==> config.mk <==
export PLATFORM = sky130hd
export DESIGN_NAME = rtype_issue_flat
export DESIGN_NICKNAME = d
export VERILOG_FILES = /design/src/rtl/rtype_issue_if.sv /design/src/rtl/rtype_issue.sv /design/src/flat_wrapper.sv
export SDC_FILE = /design/constraint.sdc
export NUM_CORES = 1
export LEC_CHECK = 0
export CORE_ASPECT_RATIO = 1.75
export CORE_MARGIN = 2
export CORE_UTILIZATION = 45
export DETAILED_ROUTE_END_ITERATION = 10
export PLACE_DENSITY = 0.68
export SETUP_SLACK_MARGIN = 0.05
export SLEW_MARGIN = 10
export SYNTH_ARGS = -nofsm -noshare
export SYNTH_HDL_FRONTEND = slang
export SYNTH_SLANG_ARGS = --single-unit
==> constraint.sdc <==
create_clock -name clk -period 4.4 [get_ports clk]
set_clock_uncertainty 0.2 [all_clocks]
set_input_delay 0.88 -clock clk [delete_from_list [all_inputs] [get_ports clk]]
set_output_delay 0.88 -clock clk [all_outputs]
set_load 0.01 [all_outputs]
==> src/rtl/rtype_issue_if.sv <==
// Handshake and ALU field bus between the instruction source, rtype_issue and the ALU.
interface rtype_issue_if;
  logic        in_valid;
  logic        in_ready;
  logic [31:0] in_instr;
  logic [4:0]  rs;
  logic [4:0]  rt;
  logic [4:0]  rd;
  logic [4:0]  shamt;
  logic [5:0]  funct;
  logic        issue_valid;
  logic        issue_done;
  logic        illegal;
  logic        busy;
  logic [15:0] issued_count;
  logic [15:0] illegal_count;

  modport master (
    output in_valid, in_instr,
    input  in_ready, rs, rt, rd, shamt, funct,
    input  issue_valid, issue_done, illegal, busy, issued_count, illegal_count
  );

  modport slave (
    input  in_valid, in_instr,
    output in_ready, rs, rt, rd, shamt, funct,
    output issue_valid, issue_done, illegal, busy, issued_count, illegal_count
  );
endinterface

==> src/rtl/rtype_issue.sv <==
// R-type issue sequencer: FIFO-buffered MIPS words decoded onto a held ALU field bus.
// Define RTYPE_ISSUE_COUNT_EN to build the saturating issued/illegal counters.
module rtype_issue #(
  parameter int FIFO_DEPTH  = 4,
  parameter int EXEC_CYCLES = 2
) (
  input logic         clk,
  input logic         rst,
  rtype_issue_if.slave bus
);
  localparam int PTR_W = $clog2(FIFO_DEPTH);
  localparam int CNT_W = $clog2(EXEC_CYCLES + 1);

  typedef enum logic {IDLE, EXEC} state_t;

  function automatic logic is_legal(input logic [31:0] w);
    logic ok;
    ok = 1'b0;
    if (w[31:26] == 6'b000000) begin
      case (w[5:0])
        6'b100000, 6'b100010, 6'b100100,
        6'b100101, 6'b101010, 6'b000010: ok = 1'b1;
        default:                         ok = 1'b0;
      endcase
    end
    return ok;
  endfunction

  logic [31:0]      mem [FIFO_DEPTH];
  logic [PTR_W-1:0] wr_ptr, rd_ptr;
  logic [PTR_W:0]   occ;
  logic [31:0]      head;
  logic             push, pop, load, drop, done;
  state_t           state, state_nxt;
  logic [CNT_W-1:0] cnt;
  logic             illegal_p1;
  logic [4:0]       rs_q, rt_q, rd_q, shamt_q;
  logic [5:0]       funct_q;

  assign bus.in_ready = (occ != (PTR_W+1)'(FIFO_DEPTH));
  assign push         = bus.in_valid && bus.in_ready;
  assign head         = mem[rd_ptr];

  // Storage is not reset; occupancy alone decides which entries are meaningful.
  always_ff @(posedge clk) begin
    if (push) mem[wr_ptr] <= bus.in_instr;
  end

  always_ff @(posedge clk) begin
    if (rst) begin
      wr_ptr <= '0;
      rd_ptr <= '0;
      occ    <= '0;
    end else begin
      if (push) wr_ptr <= wr_ptr + 1'b1;
      if (pop)  rd_ptr <= rd_ptr + 1'b1;
      case ({push, pop})
        2'b10:   occ <= occ + 1'b1;
        2'b01:   occ <= occ - 1'b1;
        default: occ <= occ;
      endcase
    end
  end

  always_ff @(posedge clk) begin
    if (rst) state <= IDLE;
    else     state <= state_nxt;
  end

  always_comb begin
    state_nxt = state;
    pop       = 1'b0;
    load      = 1'b0;
    drop      = 1'b0;
    done      = 1'b0;
    case (state)
      IDLE: begin
        if (occ != '0) begin
          pop = 1'b1;
          if (is_legal(head)) begin
            load      = 1'b1;
            state_nxt = EXEC;
          end else begin
            drop = 1'b1;
          end
        end
      end
      EXEC: begin
        if (cnt == CNT_W'(1)) begin
          done      = 1'b1;
          state_nxt = IDLE;
        end
      end
    endcase
  end

  // Decode stage: fields captured from the head entry at the pop edge
  always_ff @(posedge clk) begin
    if (rst) begin
      rs_q       <= '0;
      rt_q       <= '0;
      rd_q       <= '0;
      shamt_q    <= '0;
      funct_q    <= '0;
      cnt        <= '0;
      illegal_p1 <= 1'b0;
    end else begin
      illegal_p1 <= drop;
      if (load) begin
        rs_q    <= head[25:21];
        rt_q    <= head[20:16];
        rd_q    <= head[15:11];
        shamt_q <= head[10:6];
        funct_q <= head[5:0];
        cnt     <= CNT_W'(EXEC_CYCLES);
      end else if (state == EXEC) begin
        cnt <= cnt - 1'b1;
      end
    end
  end

  assign bus.rs          = rs_q;
  assign bus.rt          = rt_q;
  assign bus.rd          = rd_q;
  assign bus.shamt       = shamt_q;
  assign bus.funct       = funct_q;
  assign bus.issue_valid = (state == EXEC);
  assign bus.issue_done  = done;
  assign bus.illegal     = illegal_p1;
  assign bus.busy        = (occ != '0) || (state == EXEC);

`ifdef RTYPE_ISSUE_COUNT_EN
  function automatic logic [15:0] sat_inc(input logic [15:0] v);
    return (v == 16'hFFFF) ? v : v + 16'd1;
  endfunction

  logic [15:0] issued_q, illegal_q;

  always_ff @(posedge clk) begin
    if (rst) begin
      issued_q  <= '0;
      illegal_q <= '0;
    end else begin
      if (done) issued_q  <= sat_inc(issued_q);
      if (drop) illegal_q <= sat_inc(illegal_q);
    end
  end

  assign bus.issued_count  = issued_q;
  assign bus.illegal_count = illegal_q;
`else
  assign bus.issued_count  = 16'd0;
  assign bus.illegal_count = 16'd0;
`endif
endmodule
==> src/flat_wrapper.sv <==
// flat-port wrapper written by rule: the top's interface ports become plain ports
module rtype_issue_flat 
#(
  parameter int FIFO_DEPTH  = 4,
  parameter int EXEC_CYCLES = 2
)
  (clk, rst, bus_in_valid, bus_in_instr, bus_in_ready, bus_rs, bus_rt, bus_rd, bus_shamt, bus_funct, bus_issue_valid, bus_issue_done, bus_illegal, bus_busy, bus_issued_count, bus_illegal_count);
  rtype_issue_if bus_i ();
  input logic clk;
  input logic rst;
  input wire logic [$bits(bus_i.in_valid)-1:0] bus_in_valid;
  input wire logic [$bits(bus_i.in_instr)-1:0] bus_in_instr;
  output wire logic [$bits(bus_i.in_ready)-1:0] bus_in_ready;
  output wire logic [$bits(bus_i.rs)-1:0] bus_rs;
  output wire logic [$bits(bus_i.rt)-1:0] bus_rt;
  output wire logic [$bits(bus_i.rd)-1:0] bus_rd;
  output wire logic [$bits(bus_i.shamt)-1:0] bus_shamt;
  output wire logic [$bits(bus_i.funct)-1:0] bus_funct;
  output wire logic [$bits(bus_i.issue_valid)-1:0] bus_issue_valid;
  output wire logic [$bits(bus_i.issue_done)-1:0] bus_issue_done;
  output wire logic [$bits(bus_i.illegal)-1:0] bus_illegal;
  output wire logic [$bits(bus_i.busy)-1:0] bus_busy;
  output wire logic [$bits(bus_i.issued_count)-1:0] bus_issued_count;
  output wire logic [$bits(bus_i.illegal_count)-1:0] bus_illegal_count;
  assign bus_i.in_valid = bus_in_valid;
  assign bus_i.in_instr = bus_in_instr;
  assign bus_in_ready = bus_i.in_ready;
  assign bus_rs = bus_i.rs;
  assign bus_rt = bus_i.rt;
  assign bus_rd = bus_i.rd;
  assign bus_shamt = bus_i.shamt;
  assign bus_funct = bus_i.funct;
  assign bus_issue_valid = bus_i.issue_valid;
  assign bus_issue_done = bus_i.issue_done;
  assign bus_illegal = bus_i.illegal;
  assign bus_busy = bus_i.busy;
  assign bus_issued_count = bus_i.issued_count;
  assign bus_illegal_count = bus_i.illegal_count;
  rtype_issue #(.FIFO_DEPTH(FIFO_DEPTH), .EXEC_CYCLES(EXEC_CYCLES)) u_core (.clk(clk), .rst(rst), .bus(bus_i));
endmodule
-- Yosys cells after proc, flatten, opt, wreduce, memory -nomap -nowiden
Memory sizes are Yosys's and may differ from the RTL's. A register that Yosys moved wholly into a read port is not among the register bits.
Cells that the tools add are included.
- memories: 1
- logic and storage cells: 60
- register bits: 37
- RAM bits: 128
- output and inout bits: 63
- ROM bits: 0
- bits in latches: 0
- input port bits: 35
- $add $sub $neg: 5
- magnitude comparators: 0
- multiply operators: 0
- eq/ne operators: 10
- shift operators: 0
- bitwise gates (word level): 2
- mux-type cells: 21
- divide/modulo/power cells: 0
- reductions and logical operators: 9
- memory list (name ; depth ; width ; read ports ; clocked after Yosys merged registers in ; wr ports ; line ; text):
    u_core.mem ; 4 ; 32 ; 1 ; 1 ; 1 ; rtype_issue.sv:29 ; logic [31:0] mem [FIFO_DEPTH];
- operators with widths (kind ; number):
    $eq A6 B6 Y1 const B ; 5
    $mux W1 ; 15
    $mux W2 ; 4
    $eq A6 B2 Y1 const B ; 1
    $logic_not A6 Y1 ; 1
    $pmux W3 S2 ; 1
    $reduce_or A6 Y1 ; 1
    $add A2 B1 Y2 const B ; 2
    $eq A2 B1 Y1 const B ; 2
    $reduce_bool A2 Y1 ; 2
    $add A3 B1 Y3 const B ; 1
    $ne A3 B3 Y1 const B ; 1
    $reduce_bool A3 Y1 ; 1
    $reduce_or A3 Y1 ; 1
    $sub A3 B1 Y3 const B ; 1
    $eq A2 B2 Y1 const B ; 1
    $not A1 Y1 ; 2
    $pmux W1 S2 ; 1
    $reduce_or A2 Y1 ; 1
    $sub A2 B1 Y2 const B ; 1
    $logic_and A1 B1 Y1 ; 1
    $logic_or A1 B1 Y1 ; 1

-- Depth between registers and ports, before layout
Gate-level depths: netlist (run 1).
- depth in word-level cells: 10
- mapped depth: 10
- mapped depth without buffers: 10

-- Least setup slack after synthesis (run 1)
Ideal clock, no wire load.
- kind: reg2reg
- start: reg (tool-made name)
- end: reg u_core.rd_q[2], in the netlist u_core.bus.rd[2]
- buffers on the path: 3
- library setup time: 0.132 ns
- arrival: 2.327 ns
- period minus slack after synthesis: 2.660 ns
- cell stages (with the launch flop): 9
- setup slack: 1.740 ns
- required time: 4.068 ns
- path through: dfxtp_1 buf_1 mux4_2 mux2_4 or4_4 buf_6 buf_8 o31ai_2 a21oi_1
- RTL lines (item ; line ; text):
    end signal: assignment ; rtype_issue.sv:112 ; rd_q <= head[15:11];
    end: declaration ; rtype_issue.sv:37 ; logic [4:0] rs_q, rt_q, rd_q, shamt_q;

==> run metrics, run 1 <==
Setup Viol. Count Final=0; synth warn=0; unrepaired setup endpoints after global routing=no; Post-DP Area=7433 µm²; CTS Sinks=167; TritonCTS clock tree=built; Post-CTS Setup Bufs=0; Slew @ Worst Pin=approximately 760 ps; pre-CTS WS=between 1000 and 1500 ps; first-pass GRT wire length=around 20 mm; ranking of synthesized cells by area=edfxtp_1 57%, dfxtp_1 12%, mux4_2 8.8%, o31ai_2 3.7%, buf_4 3.6%; Final min period=around 3100 ps; FF+latch count, synth=~170; Async SR Flop Fraction=0; met1 WL=4.415 mm; met3 wire length=~810 µm; Critical Path RT=about 4500 ps; post-route ant nets=0; Final nets=a little over 500; sequential share of power=0.447; max-capacitance violation count=0; largest family of logic cells by synthesized area=multiplexers; Gate power share=0.243; # port buffers=65; Cell Int Power=roughly 3 mW; WL/cell=~19 µm; total grt overflow=0; Final Cell Area=7978 µm²; number of global-route vias before repair=3882; Setup TNS=0 ps; post-DP HPWL=between 8 and 9 mm; n_diodes=0; Fin. Hold Viols=0; top-count cell post-synth=edfxtp_1; worst r2r path cells=6; slew margin rel.=0.4889; Ports=between 90 and 100; area share of the largest cell type after synthesis=0.5749; Post-Synth Adder-Cell Area=0.01422; number of remaining DRC errors=0; Synth Area in Compound Gates=0.07354; WHS Path Cells=2; clock transition at the registers of the reported paths=~60 ps; Worst Slack Setup Final=between 1000 and 1500 ps; Routability Congestion=~0.74; largest net degree at the start of global routing=39; Final Max Tran Viols=0; Pleak=2.590 nW; Clock H-tree levels=4; HP Class=flip-flop to flip-flop; Max Used Layer=met4; pwr dens=547.1 nW/µm²; All-Layer GR Usage=0.1743; mux cell area share after synthesis=0.08982; initial antenna violation count=0; row count=between 50 and 60; area grow syn2layout=19.31%; routed via count=between 3000 and 4000; CP startpoint kind=flip-flop; worst-skew pair later-pin latency=410 ps; Synth Area in Simple Gates=0.06156; Num CTS Buffers=17; Critical Path Fanout Max=14; DIE WIDTH=96.15 µm; via-per-instance ratio=approximately 5.4; Mapped Area=about 6700 µm²; Switching Share=0.3119; post-layout util=0.5431; Main synth FF type=edfxtp_1; CP Capture Type=flip-flop; slowest stage cell, crit path=nor4_4; DIE AREA=15890 µm²; root buffer cell=clkbuf_16; status=finished, final reports clean; Max stage delay on crit path=a little under 700 ps; Worst VDD drop=around 0.31 mV; Synth area leader=edfxtp_1; Clk pwr share=0.310; Starting Density=0.4552; Yosys cell types=between 40 and 50; Crit Path Category=flip-flop to flip-flop; Starting DRT DRC Count=272; crit-path cells=mux4_2 > mux2_4 > nor4_4 > buf_4 > nand4_1 > a21oi_1; Post-synth EDFFs=about 130; achievable frequency=325.7 MHz; Synth top cells by count=128 x edfxtp_1, 39 x dfxtp_1, 32 x buf_4; Detailed Routing Iterations Pass 1=5; Die Ht=roughly 170 µm; layout cells sized above 1=0.1984; Arr. time, crit path=around 3200 ps; period utilisation layout=0.6977; P_sw=approximately 1.4 mW; post-cts resize count=0; XOR/XNOR share of the synthesized area=0.007859; Mapped Cells=approximately 400; WL met2=approximately 7.6 mm; Mean Syn Cell Area=approximately 17 µm²; cts hold-fix bufs=0; Core Region=between 10000 and 15000 µm²; sequential-to-total area share from yosys stat=0.6916; routed wire length=between 10 and 15 mm; clock buffer depth=2
## worst max-delay path: cells and delay by family, from the launching register on
family / cells / cell delay (ps)
AND/OR/NAND/NOR: 2 / 800
flip-flops: 1 / 520
multiplexers: 2 / 920
AO/OA/AOI/OAI: 1 / 190
buffers and inverters: 1 / 340
## routing by layer
metal  global-route usage  vias up
met3              0.04083        9
met2               0.3242      151
met5                    0        -
li1                     -     1670
met4              0.05909        0
met1               0.1888     1821
## registers in the layout, indices dropped and copies added, names as in the netlist, named ones only
signal / flops
u_core.bus.rs: 5
u_core.wr_ptr: 2
u_core.bus.funct: 6
u_core.bus.rt: 5
u_core.rd_ptr: 2
u_core.mem: 128
u_core.occ: 3
u_core.bus.illegal: 1
u_core.cnt: 2
u_core.bus.shamt: 5
u_core.bus.rd: 5
u_core.bus.issue_valid: 1
## kinds of logic (layout without fill, tap and decap cells)
family                     after synthesis  count (layout)
other                                    1              32
DFF                                    167             167
muxes                                   27              27
adders and majority gates                7               7
AOI/OAI and AO/OA                       60              60
and+or+nand+nor                         70              70
buffers and inverters                   66             120
xor gates and xnor gates                 6               6
## cell type report
cell class                      instances  area (µm²)
Tap cell                              183       229.0
Sequential cell                       167        4626
Timing Repair Buffer                   79       755.7
Clock inverter                         14       115.1
Clock buffer                           18       429.2
Inverter                                9       33.78
Fill cell                            1176        6713
Multi-Input combinational cell        202        1789
## path summary, 6_finish.rpt
check	from	end	slack (ps)
worst max-delay path	flip-flop	u_core.bus.shamt[4]	1330
worst min-delay path	u_core.bus.rd[2]	u_core.bus.rd[2]	270
worst max register to register	flip-flop	u_core.bus.shamt[4]	1330
worst min register to register	u_core.bus.rd[2]	u_core.bus.rd[2]	270
## placed cells by master (no fill, tap or decap), types with 2 or more instances in the layout
cell type	synthesis	layout
a21oi_1	29	29
and2_1	2	2
and3_1	5	5
buf_4	32	14
clkbuf_16	0	17
clkdlybuf4s50_1	0	65
clkinv_2	0	2
clkinv_4	0	3
conb_1	1	32
dfxtp_1	39	38
edfxtp_1	128	128
ha_1	6	6
inv_1	9	9
inv_6	0	6
inv_8	0	2
mux4_2	26	26
nand2_1	5	5
nand2b_1	2	2
nand3_1	3	3
nand4_1	25	25
nor2_1	11	11
nor3_1	6	6
nor4_1	4	4
o31ai_1	5	5
o31ai_2	20	20
xnor2_1	3	3
xor2_1	3	3
## power groups by stage
| stage | logic [mW] | registers [mW] | clock network [mW] |
|---|---|---|---|
| final | 1.06 | 1.95 | 1.35 |
| after global routing | 1.15 | 1.97 | 1.44 |
| after CTS | 1.07 | 1.95 | 1.38 |
| after detailed placement | 1.06 | 1.99 | 0 |
| after global placement | 1.04 | 1.97 | 0 |
| after floorplan | 0.811 | 1.95 | 0 |
## through the flow
step                hold slack (ps)  power, mW  cells
floorplan                     269.2      2.762    435
global placement              255.3      3.011    640
detailed placement            260.7      3.048    640
CTS                           269.6      4.399    672
global route                  287.6      4.549    672
finish                        266.2      4.365    672
Note: power is estimated with default switching activity, not from simulation.
==> run 2, diff against run 1 <==
- PLACE_DENSITY: 0.68 -> 0.71
- clock period: 4.4 -> 2.7 ns (I/O delays scaled with it)
==> run 2 against run 1 <==
  * Design area up 3.5%
  * Register-to-register slack worse by 1200 ps
  * Sequential share of layout area down 2.0 points
  * Sequential power up 62%
  * Maximum frequency up 20%
  * Critical path type unchanged
  * Largest cell class unchanged
  * Largest power group unchanged
==> run metrics, run 2 (synthesized netlist as in run 1, its figures left out) <==
critical path buffer and inverter count=2; met1 Use GR=0.1856; Num CTS Buffers=17; Max stage delay on crit path=~580 ps; Cell Int Power=approximately 5.3 mW; pre-CTS WS=-27.94 ps; Final nets=approximately 540; Crit Path Category=flip-flop to flip-flop; hold_ws=265.6 ps; clock buffer depth=2; All-Layer GR Usage=0.1710; Core Region=around 15000 µm²; Critical Path Fanout Max=14; slowest stage cell, crit path=or4_4; Crit path max-delay family=simple AND/OR/NAND/NOR gates; Fin. Hold Viols=0; largest reg by FF count=u_core.mem; Final min period=2562 ps; HP Class=flip-flop to flip-flop; CTS Sinks=between 150 and 200; status=finished, final reports clean; number of remaining DRC errors=0; Starting DRT DRC Count=220; period utilisation layout=0.9487; Arr. time, crit path=approximately 2700 ps; Setup Viol. Count Final=0; pwr dens=between 900 and 1000 nW/µm²; CP Capture Type=flip-flop; WL/cell=about 18 µm; Gate power share=0.270; cts hold-fix bufs=0; Final Cell Area=a little over 8000 µm²; root buffer cell=clkbuf_16; Worst Slack Setup Final=around 140 ps; Ports=just under 100; max reg flops=about 130; routed wire length=about 13 mm; routed via count=approximately 3700; number of global-route vias before repair=3793; unrepaired setup endpoints after global routing=no; sequential share of power=0.419; # port buffers=between 60 and 70; Slew @ Worst Pin=570.1 ps; Routability Congestion=~0.76; Critical Path RT=between 2000 and 3000 ps; clock transition at the registers of the reported paths=around 60 ps; total grt overflow=0; achievable frequency=390.4 MHz; worst-skew pair later-pin latency=420 ps; GRT met2 Usage=0.3059; placed cells=651; peak-usage layer in the global routing report=met2; most frequent cells in the layout=128 x edfxtp_1, 65 x clkdlybuf4s50_1, 38 x dfxtp_1; Power, Total=about 7.5 mW; first-pass GRT wire length=approximately 20 mm; Switching Share=0.2964; Final Instance Count excl. Fillers=690; Clock H-tree levels=4; area grow syn2layout=23.54%; largest net degree at the start of global routing=39; Final Max Tran Viols=0; Pleak=approximately 2.7 nW; TritonCTS clock tree=built; via-per-instance ratio=5.426; DIE AREA=15890 µm²; Post-DP Area=7604 µm²; Clk pwr share=0.311; Starting Density=0.4552; max-capacitance violation count=0; layout cells sized above 1=0.2288; Detailed Routing Iterations Pass 1=4; initial antenna violation count=0; Worst VDD drop=~0.59 mV; DIE WIDTH=~96 µm; CP startpoint kind=flip-flop; Die Ht=between 150 and 200 µm; crit-path cells=buf_4 > mux4_2 > or4_4 > buf_12 > nor3_1 > nor3b_1; most common cell after layout, fill and taps aside=edfxtp_1; n_diodes=0; Worst R2R Setup Slack=between 100 and 150 ps; met3 Use GR=0.04492; post-route ant nets=0; row count=59; post-DP HPWL=~8.3 mm; P_sw=about 2.2 mW; slew margin rel.=0.6164
## run 2: cell count changes in the layout (fill, tap and decap cells not counted), sizes merged
cell	delta
clkinvlp	+1
bufinv	+2
clkinv	+1
buf	+18
inv	-4
## run 2: layout make-up
cell class	instances	area [µm²]
fillers	1136	6430
well taps	183	229.0
flip-flops and latches	167	4628
clock buffers	18	429.2
inverters	9	33.78
clock inverters	14	147.6
multi-input cells	202	1794
repair buffers	97	998.5
## run 2: per-stage QoR
step	util	TNS [ps]
finish	0.5623	0
CTS	0.5576	0
detailed placement	0.5176	-27.94
global route	0.5623	0
global placement	0.5176	0
floorplan	-	0
## run 2: worst reg2reg max path: cells and delay by family, from the launching register on
family | cells | cell delay [ps]
AND/OR/NAND/NOR | 3 | 900
multiplexers | 1 | 570
flip-flops | 1 | 390
buffers and inverters | 2 | 370
## run 2: path summary, 6_finish.rpt
check,start,to,cells after the start
max,flip-flop,u_core.bus.funct[4],6
min,u_core.bus.shamt[2],u_core.bus.shamt[2],2
max reg2reg,flip-flop,u_core.bus.funct[4],6
min reg2reg,u_core.bus.shamt[2],u_core.bus.shamt[2],2
## run 2: power groups by stage
stage	Clock (mW)	Sequential (mW)	Combinational, mW
floorplan	0	3.18	1.32
global placement	0	3.19	1.90
detailed placement	0	3.20	1.95
CTS	2.36	3.15	1.96
global route	2.48	3.18	2.18
finish	2.33	3.15	2.03
## run 2: timing repair
item                       CTS  global route
pin swaps                    0             2
setup buffers                0             7
gates resized for setup      3             1
setup endpoints to repair    1            23
## run 2: routing by layer
| layer | share of wire | routed length [µm] |
|---|---|---|
| met1 | 0.37 | 4664 |
| met2 | 0.56 | 7079 |
| met3 | 0.057 | 724 |
| met4 | 0.022 | 279 |
| met5 | 0 | 0 |
==> run 3, diff against run 2 <==
- SKIP_LAST_GASP: default -> 1
==> results of run 3 <==
No change in the layout: final DEF, timing and power equal those of run 2.
